<file path="src/rtl/hash_out_mem_writer.sv">
// Copies an N-word digest stream into a RAM starting at a base address,
// masking the unused high bits of the final word when the length is not word-aligned.
module hash_out_mem_writer #(
    parameter int unsigned IO_WIDTH      = 32,
    parameter int unsigned MAX_RAM_DEPTH = 64
) (
    input  logic                             clk,
    input  logic                             rst,
    input  logic                             i_start,
    input  logic [IO_WIDTH-1:0]              i_output_length,
    input  logic [$clog2(MAX_RAM_DEPTH)-1:0] i_base_addr,
    input  logic [IO_WIDTH-1:0]              i_data_in,
    input  logic                             i_data_in_valid,
    output logic                             o_data_in_ready,
    output logic                             o_wr_en,
    output logic [$clog2(MAX_RAM_DEPTH)-1:0] o_addr,
    output logic [IO_WIDTH-1:0]              o_data_out,
    output logic                             o_busy,
    output logic                             o_done
);

    localparam int unsigned AW = $clog2(MAX_RAM_DEPTH);
    localparam int unsigned RW = (IO_WIDTH > 1) ? $clog2(IO_WIDTH) : 1;
    localparam logic [IO_WIDTH-1:0] WORD_BITS = IO_WIDTH'(IO_WIDTH);

    typedef enum logic [1:0] {
        IDLE = 2'd0,
        RUN  = 2'd1,
        LAST = 2'd2,
        DONE = 2'd3
    } state_t;

    state_t              state;
    logic [IO_WIDTH-1:0] word_cnt;
    logic [IO_WIDTH-1:0] word_total;
    logic [RW-1:0]       rem;
    logic [AW-1:0]       addr_cnt;

    logic [IO_WIDTH-1:0] n_words_c;
    logic [RW-1:0]       rem_c;
    logic                last_word_c;
    logic [IO_WIDTH-1:0] wr_data_c;

    // Length decode on start, and last-word detection with partial-word masking
    always_comb begin
        rem_c       = RW'(i_output_length % WORD_BITS);
        n_words_c   = (i_output_length / WORD_BITS) + IO_WIDTH'(rem_c != '0);
        last_word_c = (word_cnt == (word_total - IO_WIDTH'(1)));
        wr_data_c   = i_data_in;
        if (last_word_c && (rem != '0)) begin
            wr_data_c = i_data_in & ((IO_WIDTH'(1) << rem) - IO_WIDTH'(1));
        end
    end

    // Control FSM with registered outputs; write strobe is a one-cycle pulse per transfer
    always_ff @(posedge clk or negedge rst) begin
        if (!rst) begin
            state           <= IDLE;
            word_cnt        <= '0;
            word_total      <= '0;
            rem             <= '0;
            addr_cnt        <= '0;
            o_data_in_ready <= 1'b0;
            o_wr_en         <= 1'b0;
            o_addr          <= '0;
            o_data_out      <= '0;
            o_busy          <= 1'b0;
            o_done          <= 1'b0;
        end else begin
            o_wr_en <= 1'b0;
            case (state)
                IDLE, DONE: begin
                    if (i_start) begin
                        if (n_words_c == '0) begin
                            state           <= DONE;
                            o_done          <= 1'b1;
                            o_busy          <= 1'b0;
                            o_data_in_ready <= 1'b0;
                        end else begin
                            state           <= RUN;
                            word_cnt        <= '0;
                            word_total      <= n_words_c;
                            rem             <= rem_c;
                            addr_cnt        <= i_base_addr;
                            o_done          <= 1'b0;
                            o_busy          <= 1'b1;
                            o_data_in_ready <= 1'b1;
                        end
                    end
                end
                RUN: begin
                    if (i_data_in_valid) begin
                        o_wr_en    <= 1'b1;
                        o_addr     <= addr_cnt;
                        o_data_out <= wr_data_c;
                        addr_cnt   <= addr_cnt + AW'(1);
                        word_cnt   <= word_cnt + IO_WIDTH'(1);
                        if (last_word_c) begin
                            state           <= LAST;
                            o_data_in_ready <= 1'b0;
                        end
                    end
                end
                LAST: begin
                    state  <= DONE;
                    o_busy <= 1'b0;
                    o_done <= 1'b1;
                end
                default: begin
                    state           <= IDLE;
                    o_busy          <= 1'b0;
                    o_done          <= 1'b0;
                    o_data_in_ready <= 1'b0;
                end
            endcase
        end
    end

endmodule

</file>
<file path="config.mk">
export PLATFORM = sky130hd
export DESIGN_NAME = hash_out_mem_writer
export DESIGN_NICKNAME = d
export VERILOG_FILES = /design/src/rtl/hash_out_mem_writer.sv
export SDC_FILE = /design/constraint.sdc
export NUM_CORES = 1
export LEC_CHECK = 0
export ABC_CLOCK_PERIOD_IN_PS = 4300
export CAP_MARGIN = 10
export CELL_PAD_IN_SITES_DETAIL_PLACEMENT = 0
export CELL_PAD_IN_SITES_GLOBAL_PLACEMENT = 2
export CORE_MARGIN = 5
export CORE_UTILIZATION = 34
export CTS_BUF_LIST = sky130_fd_sc_hd__clkbuf_4
export CTS_CLUSTER_SIZE = 14
export DETAILED_ROUTE_END_ITERATION = 10
export PLACE_DENSITY = 0.92
export SKIP_LAST_GASP = 1
export SLEW_MARGIN = 20
export SYNTH_ARGS = -nofsm -noshare
export SYNTH_HDL_FRONTEND = slang
export SYNTH_SLANG_ARGS = --single-unit
export TNS_END_PERCENT = 10
</file>
<file path="constraint.sdc">
create_clock -name clk -period 4.3 [get_ports clk]
set_clock_uncertainty 0.2 [all_clocks]
set_input_delay 0.43 -clock clk [delete_from_list [all_inputs] [get_ports clk]]
set_output_delay 0.43 -clock clk [all_outputs]
set_load 0.03 [all_outputs]
</file>
==> metrics.md <==
| Metric | Value |
|---|---|
| Leakage | `about 3.8 nW` |
| Total power | `between 5 and 6 mW` |
| Status | `finished, final reports clean` |
| GRT overflow | `0` |
| Die Wd | `163.3 µm` |
| CP Launch Type | `flop` |
| Crit Path Class | `flop to flop` |
| IO Count | `about 120` |
| Area leader, netlist | `dfrtp_1` |
| CP max FO | `16` |
| Min-Delay Path Class | `primary input to flop` |
| Fin nets | `1,159` |
| Post-Syn Instances | `roughly 970` |
| Drt first-iter violations | `around 570` |
| Avg Cell Area, Syn | `around 8.3 µm²` |
| Wire per inst | `16.37 µm` |
| Power Density | `between 600 and 700 mW/mm²` |
| CP endpoint kind | `flop` |
| Hold_sp | `i_data_in[1]` |
| VDD IR max | `270.4 µV` |
| HPWL Detailed | `between 15,000 and 20,000 µm` |
| Clock root buffer | `clkbuf_4` |
| Netlist cell types | `between 80 and 90` |
| Vias | `between 7,000 and 8,000` |
| WL final | `around 23,000 µm` |
| Slowest Stage Delay on Critical Path | `about 0.57 ns` |
| Final min period | `slightly below 4 ns` |
| Reg-to-reg slack, setup | `roughly 0.46 ns` |
| Final hold vios | `0` |
| Vias in the first global route | `7,078` |
| Synth-to-Final Area Change | `23.79%` |
| Site Rows | `56` |
| Max H-tree Level | `4` |
| Required @ worst endpoint | `~4.5 ns` |
| Worst-path clk slew | `around 0.12 ns` |
| Initial antenna violation count | `1` |
| Hold Path Depth | `3` |
| Die ar. | `between 0.02 and 0.03 mm²` |
| Global placement routability congestion | `~0.9` |
| Worst EP arrival | `slightly above 4 ns` |
| Synthesized cell area | `between 0.007 and 0.008 mm²` |
| Synth top area cells | `dfrtp_1 36%, nand2_1 6.8%, o21ai_0 5.7%` |
| R2R depth | `10` |
| Die height | `around 160 µm` |
| GRT Overall Usage | `0.1735` |
| Warnings, synthesis | `0` |
| Initial Util | `0.3424` |
| Final worst-path cycle share | `0.8932` |
| Total of max-cap violations | `0` |
| Worst R2R Start | `word_total[3]$_DFFE_PN0P_` |
| R2R Path End | `o_data_out[10]$_DFFE_PN0P_` |
| Layout cells sized above 1 | `0.1111` |
| Most frequent cells in the layout | `143 x nand2_1, 115 x dfrtp_1, 114 x clkdlybuf4s50_1, 91 x o21ai_0, 65 x nor2_1` |
| #FFs+latches synth | `115` |
| Drt drc | `0` |
| Setup TNS | `0 ns` |
| Fmax | `roughly 0.26 GHz` |
| Routed Antenna Nets | `0` |
| Port-buffer cells | `115` |
| Most used DFF post-synth | `dfrtp_1` |
| Synthesized Nets | `1,049` |
| Maximum buffer depth of the clock tree | `2` |
| Relative slew margins | `0.2923` |
| Final Max Slew Viols | `0` |
| Register area share after synthesis | `0.3602` |
| Core ar. | `0.02333 mm²` |
| Worst-Margin Slew | `approximately 1.1 ns` |
| Hold EP | `o_data_out[1]$_DFFE_PN0P_` |
| Most common cell after layout, fill and taps aside | `nand2_1` |
| Clk Latency, worst-skew pair | `roughly 0.53 ns` |
| Post-synth EDFFs | `0` |
| Fraction of registers with async set/reset | `1.000` |
| Synth top area share | `0.3602` |
| Largest net degree at the start of global routing | `a little over 60` |
| Critical path, cell by cell | `nor4_4 -> nand4_2 -> o41ai_1 -> a21oi_1 -> a31o_2 -> a2111oi_4 -> nand3_4 -> buf_4 -> a211oi_2 -> o2bb2ai_1` |
| Final setup violation count | `0` |
| CTS tree | `yes` |
| CTS buffer count | `17` |
| First-pass GRT wire length | `37,660 µm` |
| Clk sinks | `around 120` |
| DRT Pass-1 Iters | `5` |
| Vias per cell | `5.319` |
| Slowest CP cell | `nor4_4` |
| RSZ-0062 raised after global routing | `false` |
## cell families (layout without fill, tap and decap cells)
group           count (synthesis)  in the layout  synth area share
compound gates                259            259            0.2197
xor+xnor                       57             57           0.06248
fa+ha+maj                       9              9           0.01409
buf+inv                        93            216           0.05042
flops                         115            115            0.3602
mux                            19             19           0.02521
other cells                     0              1                 0
simple gates                  414            414            0.2679
## cell usage after synthesis, types with 14 or more instances
| cell type | n |
|---|---|
| inv_1 | 29 |
| o31ai_1 | 25 |
| dfrtp_1 | 115 |
| or3_1 | 14 |
| xnor2_1 | 33 |
| o21ai_0 | 91 |
| nor2_1 | 65 |
| a21oi_1 | 34 |
| nand2_1 | 144 |
| nor3_1 | 29 |
| nor4_1 | 17 |
| a31oi_1 | 21 |
| xor2_1 | 24 |
| nand4_1 | 18 |
| clkbuf_1 | 42 |
| nand3_1 | 39 |
## routing by layer
layer	GRT usage	up-vias	share of wire
met4	0.04079	0	0.0096
met2	0.2675	171	0.46
met3	0.02776	14	0.042
met1	0.2554	3565	0.49
met5	0	-	0
li1	-	3744	-
## how the worst max path moves through the flow
stage                                             to                      start  slack, ns  depth (start not counted)
after global routing      o_data_out[10]$_DFFE_PN0P_  word_total[3]$_DFFE_PN0P_       0.16                         12
after global placement    word_total[26]$_DFFE_PN0P_         i_output_length[2]       0.06                         15
after floorplan                   rem[3]$_DFFE_PN0P_         i_output_length[1]       0.70                         13
final                     o_data_out[10]$_DFFE_PN0P_  word_total[3]$_DFFE_PN0P_       0.46                         10
after CTS                 o_data_out[10]$_DFFE_PN0P_  word_total[0]$_DFFE_PN0P_       0.44                         12
after detailed placement  word_total[25]$_DFFE_PN0P_         i_output_length[2]      0.008                         15
## cell type report
cell class / count / area (µm²)
fillers: 2340 / 13440
multi-input cells: 758 / 4712
flip-flops and latches: 115 / 2878
repair buffers: 154 / 1506
well taps: 319 / 399.1
clock buffers: 19 / 142.6
clock inverters: 13 / 137.6
inverters: 30 / 112.6
diodes: 1 / 2.502
## state kept, by name (all words and copies together), names as in the netlist
signal	cells
o_data_in_ready	1
rem	5
state	2
o_addr	6
addr_cnt	6
o_wr_en	1
word_total	28
o_done	1
word_cnt	32
o_data_out	32
o_busy	1
## metrics by stage
stage	area, µm²	hold WS (ns)	worst slack (ns)	cells	utilization
floorplan	7990	-0.06559	0.7002	966	-
finish	9891	0.2131	0.4593	1409	0.4239
detailed placement	9598	0.2595	0.007887	1375	0.4114
global placement	9598	0.2509	0.06476	1375	0.4114
CTS	9888	0.1709	0.4355	1408	0.4238
global route	9891	0.1885	0.1603	1409	0.4239
## worst max-delay path, delay by kind of cell, from the launching register on
kind            cells  cell delay, ns
flops               1            0.50
compound gates      6            1.76
simple gates        3            1.02
buf+inv             1            0.25
## power by group
part           leakage, nW  internal, mW  switching, mW
registers             1.46          1.46          0.402
logic                 2.24          1.35           1.99
clock network        0.137         0.354          0.441
## repair_timing
action                                 in CTS  in global routing
gates resized for setup                     0                  0
setup buffers                               0                  0
hold buffers                                1                  0
endpoints found under the hold margin      55                  0
(Power assumes the default switching activity.)
